**config.mk**
```make
export PLATFORM = sky130hd
export DESIGN_NAME = cmp_seq_ctrl_flat
export DESIGN_NICKNAME = d
export VERILOG_FILES = /design/src/rtl/cmp_pkg.sv /design/src/rtl/cmp_seq_ctrl_if.sv /design/src/rtl/one_bit_comparator.sv /design/src/rtl/cmp_seq_ctrl.sv /design/src/flat_wrapper.sv
export SDC_FILE = /design/constraint.sdc
export NUM_CORES = 1
export LEC_CHECK = 0
export ABC_CLOCK_PERIOD_IN_PS = 1900
export CAP_MARGIN = 20
export CORE_MARGIN = 2
export CORE_UTILIZATION = 50
export CTS_BUF_LIST = sky130_fd_sc_hd__clkbuf_8
export DETAILED_ROUTE_END_ITERATION = 16
export GPL_TIMING_DRIVEN = 0
export PLACE_DENSITY = 0.81
export SLEW_MARGIN = 20
export SYNTH_ARGS = -nofsm -noshare
export SYNTH_HDL_FRONTEND = slang
export SYNTH_SLANG_ARGS = --single-unit
```
**constraint.sdc**
```tcl
create_clock -name clk -period 1.9 [get_ports clk]
set_clock_uncertainty 0.05 [all_clocks]
set_input_delay 0.57 -clock clk [delete_from_list [all_inputs] [get_ports clk]]
set_output_delay 0.57 -clock clk [all_outputs]
set_load 0.005 [all_outputs]
```
**src/rtl/cmp_pkg.sv**
```systemverilog
// Shared types and constants for the bit-serial magnitude compare sequencer.
// Holds the FSM state type, the result flag layout and the nibble-select code map.
package cmp_pkg;

  typedef enum logic [1:0] {
    IDLE = 2'd0,
    RUN  = 2'd1,
    DONE = 2'd2
  } state_t;

  // Result/accumulator flag bit positions.
  localparam int LO = 0;
  localparam int GO = 1;
  localparam int EO = 2;

  typedef logic [2:0] flags_t;

  localparam flags_t FLAGS_INIT = 3'b100;  // lo=0, go=0, eq=1

  // Nibble-select codes for the default 8-bit build.
  localparam int SEL_A_LO = 0;
  localparam int SEL_A_HI = 1;
  localparam int SEL_B_LO = 2;
  localparam int SEL_B_HI = 3;

  // Generic select code: A nibbles occupy the lower half of the code space, B the upper half.
  function automatic int sel_code(input logic is_b, input int nib_pos, input int nibs);
    return is_b ? (nibs + nib_pos) : nib_pos;
  endfunction

endpackage

```
**src/rtl/cmp_seq_ctrl_if.sv**
```systemverilog
// Load/start/result bus of the compare sequencer.
// The front end (master) drives operands and start; the sequencer (slave) reports status.
interface cmp_seq_ctrl_if #(
  parameter int WIDTH = 8
);
  localparam int SEL_W = $clog2(WIDTH / 2);
  localparam int IDX_W = $clog2(WIDTH);

  logic [3:0]       nib;
  logic             ld_valid;
  logic [SEL_W-1:0] ld_sel;
  logic             ld_ready;
  logic             start;
  logic             busy;
  logic             done;
  logic             res_valid;
  logic             lo;
  logic             go;
  logic             eo;
  logic [IDX_W-1:0] bit_idx;

  modport master (
    output nib, ld_valid, ld_sel, start,
    input  ld_ready, busy, done, res_valid, lo, go, eo, bit_idx
  );

  modport slave (
    input  nib, ld_valid, ld_sel, start,
    output ld_ready, busy, done, res_valid, lo, go, eo, bit_idx
  );

endinterface

```
**src/rtl/one_bit_comparator.sv**
```systemverilog
// One bit of a cascaded magnitude comparator: once a decision (lo/go) has been
// made at a more significant bit it is carried through unchanged.
module one_bit_comparator (
  input  logic a,
  input  logic b,
  input  logic lo_in,
  input  logic go_in,
  input  logic eo_in,
  output logic lo,
  output logic go,
  output logic eo
);

  assign lo = lo_in | (eo_in & ~a &  b);
  assign go = go_in | (eo_in &  a & ~b);
  assign eo = eo_in & ~(a ^ b);

endmodule

```
**src/rtl/cmp_seq_ctrl.sv**
```systemverilog
// Sequencer for a bit-serial MSB-first magnitude compare of two WIDTH-bit operands
// loaded nibble by nibble; reports lo/go/eo with a one-cycle done pulse.
module cmp_seq_ctrl
  import cmp_pkg::*;
#(
  parameter int WIDTH      = 8,
  parameter int EARLY_EXIT = 1
) (
  input logic          clk,
  input logic          rst_n,
  cmp_seq_ctrl_if.slave bus
);

  localparam int NIBS  = WIDTH / 4;
  localparam int IDX_W = $clog2(WIDTH);
  localparam logic [IDX_W-1:0] IDX_MSB = IDX_W'(WIDTH - 1);

  state_t           state_q, state_d;
  logic [WIDTH-1:0] a_q, b_q;
  logic [IDX_W-1:0] idx_q;
  flags_t           acc_q;
  flags_t           stage;
  flags_t           res_q;
  logic             res_valid_q;
  logic             done_q;

  // ---------------------------------------------------------------------------
  // Serial bit stage: operand bits under bit_idx plus the running accumulator.
  // ---------------------------------------------------------------------------
  one_bit_comparator u_bit (
    .a     (a_q[idx_q]),
    .b     (b_q[idx_q]),
    .lo_in (acc_q[LO]),
    .go_in (acc_q[GO]),
    .eo_in (acc_q[EO]),
    .lo    (stage[LO]),
    .go    (stage[GO]),
    .eo    (stage[EO])
  );

  // ---------------------------------------------------------------------------
  // FSM
  // ---------------------------------------------------------------------------
  // NOTE: sequential state uses non-blocking assignments so every register
  // samples pre-edge values, independent of process evaluation order.
  always_ff @(posedge clk or negedge rst_n) begin
    if (!rst_n) state_q <= IDLE;
    else        state_q <= state_d;
  end

  // NOTE: state_d gets a default before the case so no path leaves it
  // unassigned, which would otherwise infer a latch.
  always_comb begin
    state_d = state_q;
    unique case (state_q)
      IDLE: if (bus.start) state_d = RUN;
      RUN: begin
        if (idx_q == '0)                                     state_d = DONE;
        else if ((EARLY_EXIT != 0) && (stage[LO] || stage[GO])) state_d = DONE;
      end
      DONE:    state_d = IDLE;
      default: state_d = IDLE;
    endcase
  end

  // ---------------------------------------------------------------------------
  // Operand registers: writable only while idle; a load and a start in the
  // same cycle both take effect, and the first compare sees the new nibble.
  // ---------------------------------------------------------------------------
  // NOTE: the operands are plain flops (not a RAM), so they take the async
  // reset and come up as zero.
  always_ff @(posedge clk or negedge rst_n) begin
    if (!rst_n) begin
      a_q <= '0;
      b_q <= '0;
    end else if (state_q == IDLE && bus.ld_valid) begin
      for (int n = 0; n < NIBS; n++) begin
        if (int'(bus.ld_sel) == sel_code(1'b0, n, NIBS)) a_q[n*4 +: 4] <= bus.nib;
        if (int'(bus.ld_sel) == sel_code(1'b1, n, NIBS)) b_q[n*4 +: 4] <= bus.nib;
      end
    end
  end

  // ---------------------------------------------------------------------------
  // Accumulator, bit index and result registers
  // ---------------------------------------------------------------------------
  always_ff @(posedge clk or negedge rst_n) begin
    if (!rst_n) begin
      acc_q       <= FLAGS_INIT;
      idx_q       <= IDX_MSB;
      res_q       <= '0;
      res_valid_q <= 1'b0;
      done_q      <= 1'b0;
    end else begin
      done_q <= 1'b0;
      unique case (state_q)
        IDLE: begin
          acc_q <= FLAGS_INIT;
          if (bus.start) begin
            idx_q       <= IDX_MSB;
            res_q       <= '0;
            res_valid_q <= 1'b0;
          end
        end
        RUN: begin
          acc_q <= stage;
          // Saturate at bit 0 so the index never wraps to the MSB.
          if (idx_q != '0) idx_q <= idx_q - IDX_W'(1);
        end
        DONE: begin
          res_q       <= acc_q;
          res_valid_q <= 1'b1;
          done_q      <= 1'b1;
        end
        default: ;
      endcase
    end
  end

  // ---------------------------------------------------------------------------
  // Outputs
  // ---------------------------------------------------------------------------
  assign bus.ld_ready  = (state_q == IDLE);
  assign bus.busy      = (state_q != IDLE);
  assign bus.done      = done_q;
  assign bus.res_valid = res_valid_q;
  assign bus.lo        = res_q[LO];
  assign bus.go        = res_q[GO];
  assign bus.eo        = res_q[EO];
  assign bus.bit_idx   = idx_q;

endmodule
```
**src/flat_wrapper.sv**
```systemverilog
// flat-port wrapper written by rule: the top's interface ports become plain ports
module cmp_seq_ctrl_flat import cmp_pkg::*;
#(
  parameter int WIDTH      = 8,
  parameter int EARLY_EXIT = 1
)
  (clk, rst_n, bus_nib, bus_ld_valid, bus_ld_sel, bus_start, bus_ld_ready, bus_busy, bus_done, bus_res_valid, bus_lo, bus_go, bus_eo, bus_bit_idx);
  cmp_seq_ctrl_if #(.WIDTH(WIDTH)) bus_i ();
  input logic clk;
  input logic rst_n;
  input wire logic [$bits(bus_i.nib)-1:0] bus_nib;
  input wire logic [$bits(bus_i.ld_valid)-1:0] bus_ld_valid;
  input wire logic [$bits(bus_i.ld_sel)-1:0] bus_ld_sel;
  input wire logic [$bits(bus_i.start)-1:0] bus_start;
  output wire logic [$bits(bus_i.ld_ready)-1:0] bus_ld_ready;
  output wire logic [$bits(bus_i.busy)-1:0] bus_busy;
  output wire logic [$bits(bus_i.done)-1:0] bus_done;
  output wire logic [$bits(bus_i.res_valid)-1:0] bus_res_valid;
  output wire logic [$bits(bus_i.lo)-1:0] bus_lo;
  output wire logic [$bits(bus_i.go)-1:0] bus_go;
  output wire logic [$bits(bus_i.eo)-1:0] bus_eo;
  output wire logic [$bits(bus_i.bit_idx)-1:0] bus_bit_idx;
  assign bus_i.nib = bus_nib;
  assign bus_i.ld_valid = bus_ld_valid;
  assign bus_i.ld_sel = bus_ld_sel;
  assign bus_i.start = bus_start;
  assign bus_ld_ready = bus_i.ld_ready;
  assign bus_busy = bus_i.busy;
  assign bus_done = bus_i.done;
  assign bus_res_valid = bus_i.res_valid;
  assign bus_lo = bus_i.lo;
  assign bus_go = bus_i.go;
  assign bus_eo = bus_i.eo;
  assign bus_bit_idx = bus_i.bit_idx;
  cmp_seq_ctrl #(.WIDTH(WIDTH), .EARLY_EXIT(EARLY_EXIT)) u_core (.clk(clk), .rst_n(rst_n), .bus(bus_i));
endmodule
```
; ---- Word level (Yosys, flattened, before mapping)
; Cells that the tools add are included.
[word_totals]
ff_bits = 29
out_inout_bits = 10
input_bits = 10
word_cells = 64
[op_classes]
n_reduce_logical = 16
magnitude_cmp = 1
bitwise = 11
n_addsub = 1
eq_ne = 8
muxes = 17
[op_table]
columns = operator, n
row1 = 3-bit one-hot mux with 2 select lines, 3
row2 = 2-bit AND reduction, 6
row3 = 3-bit 2-to-1 mux, 3
row4 = 1-bit binary-select mux with 3-bit select, 2
row5 = "2-bit == test, second input constant", 3
row6 = 2-bit 2-to-1 mux, 3
row7 = 2-bit nonzero test, 3
row8 = 1-bit bitwise AND, 5
row9 = "2-bit by 1-bit == test with 1-bit output, second input constant", 2
row10 = 2-bit zero test, 2
row11 = "3-bit by 4-bit less-than comparator with 1-bit output, second input constant", 1
row12 = 1-bit 2-to-1 mux, 4
row13 = 2-bit one-hot mux with 2 select lines, 1
row14 = 3-bit zero test, 1
row15 = "3-bit by 1-bit != test with 1-bit output, second input constant", 1
row16 = 1-bit NOT, 3
row17 = 3-bit AND reduction, 1
row18 = 3-bit nonzero test, 1
row19 = "3-bit by 1-bit subtractor with 3-bit output, second input constant", 1
row20 = "2-bit by 1-bit != test with 1-bit output, second input constant", 1
row21 = "2-bit != test, second input constant", 1
row22 = 1-bit OR, 2
row23 = 1-bit one-hot mux with 2 select lines, 1
row24 = 1-bit logical AND, 1
row25 = 2 further kinds, 2

; ---- Logic depth before layout (Yosys ltp)
; Gate-level depths: netlist (run 1).
[logic_depth]
depth_word = 10
mapped_depth = 7

; ---- Modules after synthesis
; From an unflattened synthesis (run 1), not the netlist that was laid out.
[unflattened]
cells_unflattened = 101
hier_area_um2 = 1418.9
[modules_own_cells]
columns = mod, instances, seq_area_each_um2, area_per_inst_um2, cells_each
row1 = cmp_seq_ctrl, 1, 730.7, 1380.1, 95
row2 = one_bit_comparator, 1, 0.0, 38.8, 6

; ---- Worst setup path after synthesis (run 1)
; Ideal clock, no wire load.
[synth_path]
kind = reg-to-reg
from = reg u_core.idx_q[0], in the netlist u_core.bus.bit_idx[0]
to = reg u_core.state_q[1]
arrival_time_ps = 1754
path_slack_ps = -25
stages_incl_launch_ff = 6
setup_ps = 121
required_ps = 1729
path_cell_list = dfstp_2 > buf_6 > mux4_2 > mux2_4 > xnor2_2 > a22o_1
[synth_between]
elab_chain_cells = 9
[synth_lines]
columns = item, line
row1 = from (decl), cmp_seq_ctrl.sv:20  ; logic [IDX_W-1:0] idx_q;
row2 = from (signal assigned), cmp_seq_ctrl.sv:108  ; if (idx_q != '0) idx_q <= idx_q - IDX_W'(1);
row3 = 1-bit binary-select mux with 3-bit select, cmp_seq_ctrl.sv:31  ; .a (a_q[idx_q]),
row4 = 1-bit 2-to-1 mux (not written as such), cmp_seq_ctrl.sv:31
row5 = 1-bit NOT, one_bit_comparator.sv:14  ; assign lo = lo_in | (eo_in & ~a & b);
row6 = 1-bit bitwise AND (2 in series), one_bit_comparator.sv:14
row7 = 1-bit OR, one_bit_comparator.sv:14
row8 = 1-bit logical OR, cmp_seq_ctrl.sv:59  ; else if ((EARLY_EXIT != 0) && (stage[LO] || stage[GO])) state_d = DONE;
row9 = 3-bit by 1-bit != test with 1-bit output (no line), -
row10 = 2-bit AND reduction (no line), -
row11 = to (signal assigned), cmp_seq_ctrl.sv:48  ; else state_q <= state_d;
row12 = to (decl), cmp_seq_ctrl.sv:18  ; state_t state_q, state_d;
; Parallel ways exist; a longest one is shown, timed or not. The select of a mux whose other input is x is not followed.
; A chain may end at the register's enable or synchronous reset.

; ---- Worst setup path after layout (run 1)
; Same ends and word-level chain as after synthesis.

==> impl_metrics.csv, run 1 <==
group,metric,value,unit
yosys,yosys_warnings,0,
drt,dr_total_vias,974,
placed_design,dp_hpwl,1.97,mm
floorplan,io_pins,20,
global_routing,grt_pass1_vias,1034,
power_and_ir_drop,leakage,0.784,nW
yosys,synth_edf_count,0,
timing,rsz0062_at_grt,"yes",
timing,max_slew_margin,0.577,
global_routing,grt_use_met1,0.213,
drt,routedWlPerCell,17.1,µm
job,cap_viol_max_count,0,
timing,fin_crit,1.99,ns
clock_network,cts_buffers,5,
clock_network,clk_pin_slew,0.06,ns
worst_setup_path,end_kind,"register",
clock_network,cts_sinks,29,
run_status,status,"finished with violations",
yosys,syn_inst,104,
final_layout,final_util,0.665,
yosys,ys_top_cells_by_count,"dfrtp_1, nor2_1, mux2_1, mux2_2, inv_1",
drt,remaining_drc_errors,0,
clock_network,clockRootBuffer,"clkbuf_8",
placed_design,gp_congestion,0.800,
final_layout,drive_above_1_share,0.321,
timing,final_hold_viol_count,0,
global_routing,top_usage_layer,"met2",
yosys,syn_area_per_cell,13.4,µm²
final_layout,syn2layout_area_growth,28.4,%
drt,dr.first_iter.drc_count,18,
drt,viasPerCell,5.80,
power_and_ir_drop,p_total,3.16,mW
min_path,hold_path.class,"in2async",
global_routing,grt_pass1_wl,4.81,mm
yosys,synthDistinctLibCells,34,
clock_network,cts_max_level,2,
final_layout,fillCellCount,217,
worst_setup_path,cp_max_fo,6,
worst_setup_path,cp-start-kind,"register",
global_routing,track_usage,0.203,
yosys,yosys.area.top_type_share,0.450,
placed_design,dp_slack,-0.179,ns
timing,tightest_slew,0.634,ns
clock_network,cts_tree,"built",
floorplan,fp.dieW,56.7,µm
floorplan,die_h,56.7,µm
yosys,yosysSeqAreaShare,0.526,
global_routing,met2_usage,0.365,
global_routing,grt_overflow,0,
worst_setup_path,critPathMaxStageDelay,0.54,ns
yosys,async_flop_share,1.00,
global_routing,grt_use_met3,0.0714,
final_layout,multi_input_area,638,µm²
placed_design,io_buffers,19,
timing,worst_slack,-0.0870,ns
timing,max_freq,0.503,GHz
drt,finalWirelength,2.87,mm
yosys,synth-seq-cells,29,
yosys,synth.most_common_cell,"dfrtp_1",
floorplan,die-area,3220,µm²
global_routing,antenna_found_initial,0,
floorplan,core-area,2690,µm²
worst_setup_path,crit_required,2.03,ns
yosys,yosys-top-cells-area,"dfrtp_1, dfstp_2, mux2_1",
clock_network,cts_buffer_depth,2,
final_layout,nets,148,
floorplan,start_util,0.517,
worst_setup_path,cp_slowest_cell,"dfstp_2",
final_layout,seqCellArea,733,µm²
timing,setup_viol,5,
floorplan,row_count,19,
yosys,synth_ff_type,"dfrtp_1",
power_and_ir_drop,pwr_density_cell,1770,nW/µm²
clock_network,clock_latency,0.28,ns
drt,first_pass_iters,4,
timing,whs,0.252,ns
power_and_ir_drop,ir_drop,1.16,mV
worst_setup_path,crit_arrival,2.11,ns
timing,min_period_over_period,1.05,
worst_setup_path,worstSetupPathType,"reg2reg",
global_routing,grt_max_degree,30,
timing,drv_slew,0,
worst_setup_path,crit_chain,"buf_6 > mux4_2 > mux2_4 > xnor2_4 > a22o_1",
yosys,netlist_area,1390,µm²
yosys,synth_largest_area_cell,"dfrtp_1",
final_layout,antenna_cells,0,
yosys,syn_nets,116,
run_status,violations,"setup timing",
drt,postRouteAntennaNets,0,
-- kinds of logic after synthesis --
group | Yosys count | share of synthesized area
AOI/OAI and AO/OA | 17 | 0.0846
xor gates and xnor gates | 1 | 0.0117
adders and majority gates | 2 | 0.0180
buffers and inverters | 9 | 0.0351
DFF | 29 | 0.526
muxes | 22 | 0.221
and+or+nand+nor | 24 | 0.104
-- through the flow --
| step | instance area [µm²] | instances | setup TNS (ns) |
|---|---|---|---|
| 6_report | 1790 | 168 | -0.193 |
| 5_1_grt | 1790 | 168 | -0.453 |
| 4_1_cts | 1740 | 166 | -0.274 |
| 3_5_place_dp | 1610 | 154 | -1.61 |
| 3_3_place_gp | 1620 | 154 | -5.21 |
| 2_1_floorplan | 1390 | 104 | -0.0243 |
-- power breakdown --
group	switching [mW]	internal [mW]
combinational	0.667	0.916
sequential	0.165	0.921
clock	0.239	0.252
-- area by class of cell --
class	instances	share of cell area
buffer	2	0.0126
clock buffer	5	0.0385
sequential	29	0.411
tap	31	0.0217
clock inverter	3	0.00981
inverter	6	0.0126
multi-input combinational	66	0.357
timing repair buffer	26	0.137
-- layout by cell type, fill, tap and decap left out, types with 2 or more instances in the layout --
cell and instances:
a21oi_1 2, a22o_1 4, a31oi_1 2, buf_4 6
buf_6 2, clkbuf_8 5, clkdlybuf4s50_1 13, clkinv_2 2
dfrtp_1 23, dfrtp_2 2, dfstp_2 4, dlygate4sd2_1 5
ha_1 2, inv_1 6, mux2_1 8, mux2_2 8
mux4_2 4, nand2_1 3, nand3_1 2, nor2_1 9
nor2b_1 2, o21ai_0 3
-- state kept, by name (all words and copies together), names as in the netlist --
| register | cells |
|---|---|
| u_core.res_q | 3 |
| u_core.b_q | 8 |
| u_core.acc_q | 3 |
| u_core.a_q | 8 |
| u_core.state_q | 2 |
| u_core.bus.res_valid | 1 |
| u_core.bus.done | 1 |
| u_core.bus.bit_idx | 3 |
-- worst max-delay path, delay by kind of cell (launching register included) --
kind | cells | cell delay (ns)
DFF | 1 | 0.54
buffers and inverters | 1 | 0.13
muxes | 2 | 0.82
xor gates and xnor gates | 1 | 0.16
AOI/OAI and AO/OA | 1 | 0.18
-- layer usage --
metal  vias to the layer above  share of wire
li1                        441              -
met1                       497           0.37
met2                        29           0.55
met3                         7          0.060
met4                         0          0.022
met5                         -              0
-- path summary, 6_finish.rpt --
check | start | endpoint | depth (start not counted) | slack, ns
max in group asynchronous | rst_n | u_core.state_q[1] | 1 | 1.10
worst min register to register | u_core.b_q[0] | u_core.b_q[0] | 1 | 0.43
worst max register to register | u_core.bus.bit_idx[0] | u_core.state_q[1] | 5 | -0.09
worst min-delay path | rst_n | u_core.b_q[0] | 1 | 0.25
worst max-delay path | u_core.bus.bit_idx[0] | u_core.state_q[1] | 5 | -0.09
min in group clk | u_core.b_q[0] | u_core.b_q[0] | 1 | 0.43
-- timing repair --
item	CTS	global route
gates resized for setup	8	2
setup buffers	5	2
hold buffers	0	0
pin swaps	2	3
endpoints found under the setup margin	10	5
Note: power is estimated with default switching activity, not from simulation.
==> run 2, diff against run 1 <==
ABC_CLOCK_PERIOD_IN_PS = 2500   (was 1900)
CORE_UTILIZATION = 60   (was 50)
PLACE_DENSITY = 0.91   (was 0.81)
SLEW_MARGIN = 15   (was 20)
clock period = 2.5 ns   (was 1.9 ns; I/O delays follow)
==> run 2 against run 1 <==
Against the previous run:
- the run now ends clean
- worst hold slack improved by 0.18 ns
- clock-buffer cell count is 1 higher
- combinational power is 40% lower
- worst setup slack improved by 0.24 ns
- die area shrank 16%
- cell count fell by 6.0%
- largest power group unchanged
- highest routed layer unchanged
==> impl_metrics.csv, run 2 (synthesis gave the netlist of run 1 again) <==
group,metric,value,unit
drt,dr_total_vias,917,
timing,final_hold_viol_count,0,
placed_design,dp_cells,151,
clock_network,cts_sinks,29,
clock_network,ctsResizeCount,0,
clock_network,clk_pin_slew,0.06,ns
floorplan,fp.dieW,52.1,µm
placed_design,gp_congestion,0.768,
timing,min_period_over_period,0.939,
global_routing,grt_pass1_vias,939,
floorplan,start_util,0.634,
global_routing,grt_pass1_wl,4.17,mm
clock_network,cts_buffer_depth,2,
clock_network,cts_max_level,2,
floorplan,die_h,52.1,µm
power_and_ir_drop,p_total,2.28,mW
timing,fin_crit,2.35,ns
clock_network,clockRootBuffer,"clkbuf_8",
final_layout,syn2layout_area_growth,23.9,%
drt,viasPerCell,5.80,
worst_setup_path,end_kind,"output pin",
global_routing,grt_overflow,0,
final_layout,antenna_cells,0,
power_and_ir_drop,pwr_density_cell,1320,nW/µm²
clock_network,cts_hold_buffers,0,
timing,tightest_slew,0.619,ns
timing,drv_slew,0,
worst_setup_path,worstSetupPathType,"reg2out",
worst_setup_path,cp-start-kind,"register",
job,cap_viol_max_count,0,
global_routing,antenna_found_initial,0,
min_path,hold_path.class,"in2async",
clock_network,postCtsSetupRepairBufs,0,
drt,finalWirelength,2.47,mm
power_and_ir_drop,ir_drop,0.978,mV
final_layout,largestRegisters,"u_core.a_q: 8 flops, u_core.b_q: 8 flops",
timing,rsz0062_at_grt,"no",
final_layout,instances_no_fill,158,
timing,setup_viol,0,
placed_design,place_area,1610,µm²
timing,worst_slack,0.153,ns
worst_setup_path,crit_required,1.70,ns
floorplan,row_count,17,
placed_design,dp_slack,0.245,ns
placed_design,io_buffers,19,
global_routing,grt_max_degree,30,
floorplan,die-area,2720,µm²
final_layout,drive_above_1_share,0.254,
timing,max_freq,0.426,GHz
drt,remaining_drc_errors,0,
clock_network,cts_buffers,5,
clock_network,cts_tree,"built",
worst_setup_path,crit_arrival,1.55,ns
final_layout,final_cell_mix,"dfrtp_1, clkdlybuf4s50_1, nor2_1",
final_layout,layout_commonest_cell,"dfrtp_1",
final_layout,fin_area,1720,µm²
timing,max_slew_margin,0.587,
floorplan,core-area,2190,µm²
floorplan,io_pins,20,
clock_network,clock_latency,0.28,ns
drt,first_pass_iters,4,
timing,whs,0.430,ns
drt,routedWlPerCell,15.6,µm
power_and_ir_drop,leakage,0.758,nW
run_status,status,"completed",
global_routing,track_usage,0.224,
timing,tns,0,ns
placed_design,dp_hpwl,1.86,mm
worst_setup_path,cp_max_fo,8,
worst_setup_path,rrSetupSlack,0.51,ns
final_layout,nets,141,
final_layout,final_util,0.786,
drt,postRouteAntennaNets,0,
drt,dr.first_iter.drc_count,20,
## run 2: changes by cell type in the layout (fill, tap and decap cells not counted), moves of 2 or more
cell / change
buf_4: -6
clkdlybuf4s50_1: +5
dlygate4sd2_1: -5
clkinv_2: -2
dfrtp_1: +2
dfrtp_2: -2
## run 2: layout make-up
type,instances,area [µm²]
fillers,123,468
flip-flops and latches,29,731
clock buffers,6,82.6
inverters,6,22.5
repair buffers,19,185
clock inverters,2,33.8
well taps,28,35.0
plain buffers,2,22.5
multi-input cells,66,611
## run 2: final timing paths
check / cells past startpoint / from / endpoint
min in group clk: 1 / u_core.b_q[1] / u_core.b_q[1]
max: 2 / u_core.state_q[1] / bus_ld_ready
max in group asynchronous: 1 / rst_n / u_core.b_q[4]
min reg2reg: 1 / u_core.b_q[1] / u_core.b_q[1]
min: 1 / rst_n / u_core.res_q[2]
max reg2reg: 5 / u_core.bus.bit_idx[0] / u_core.acc_q[0]
## run 2: worst max-delay path: stages, from the launching register on
cell	delay, ns
dfrtp_1	0.47
nor2_4	0.25
clkdlybuf4s50_1	0.54
## run 2: routing by layer
layer | global-route usage | part of all wire | wire length (µm)
met3 | 0.0948 | 0.061 | 151
met1 | 0.244 | 0.41 | 1010
met5 | 0 | 0 | 0
met4 | 0.115 | 0.018 | 45
met2 | 0.369 | 0.51 | 1260
## run 2: report_power, final
part | total, mW | switching [mW] | leakage, nW | internal (mW)
clock network | 0.490 | 0.170 | 0.0626 | 0.320
logic | 0.945 | 0.392 | 0.343 | 0.554
registers | 0.846 | 0.149 | 0.352 | 0.697
total | 2.28 | 0.710 | 0.758 | 1.57
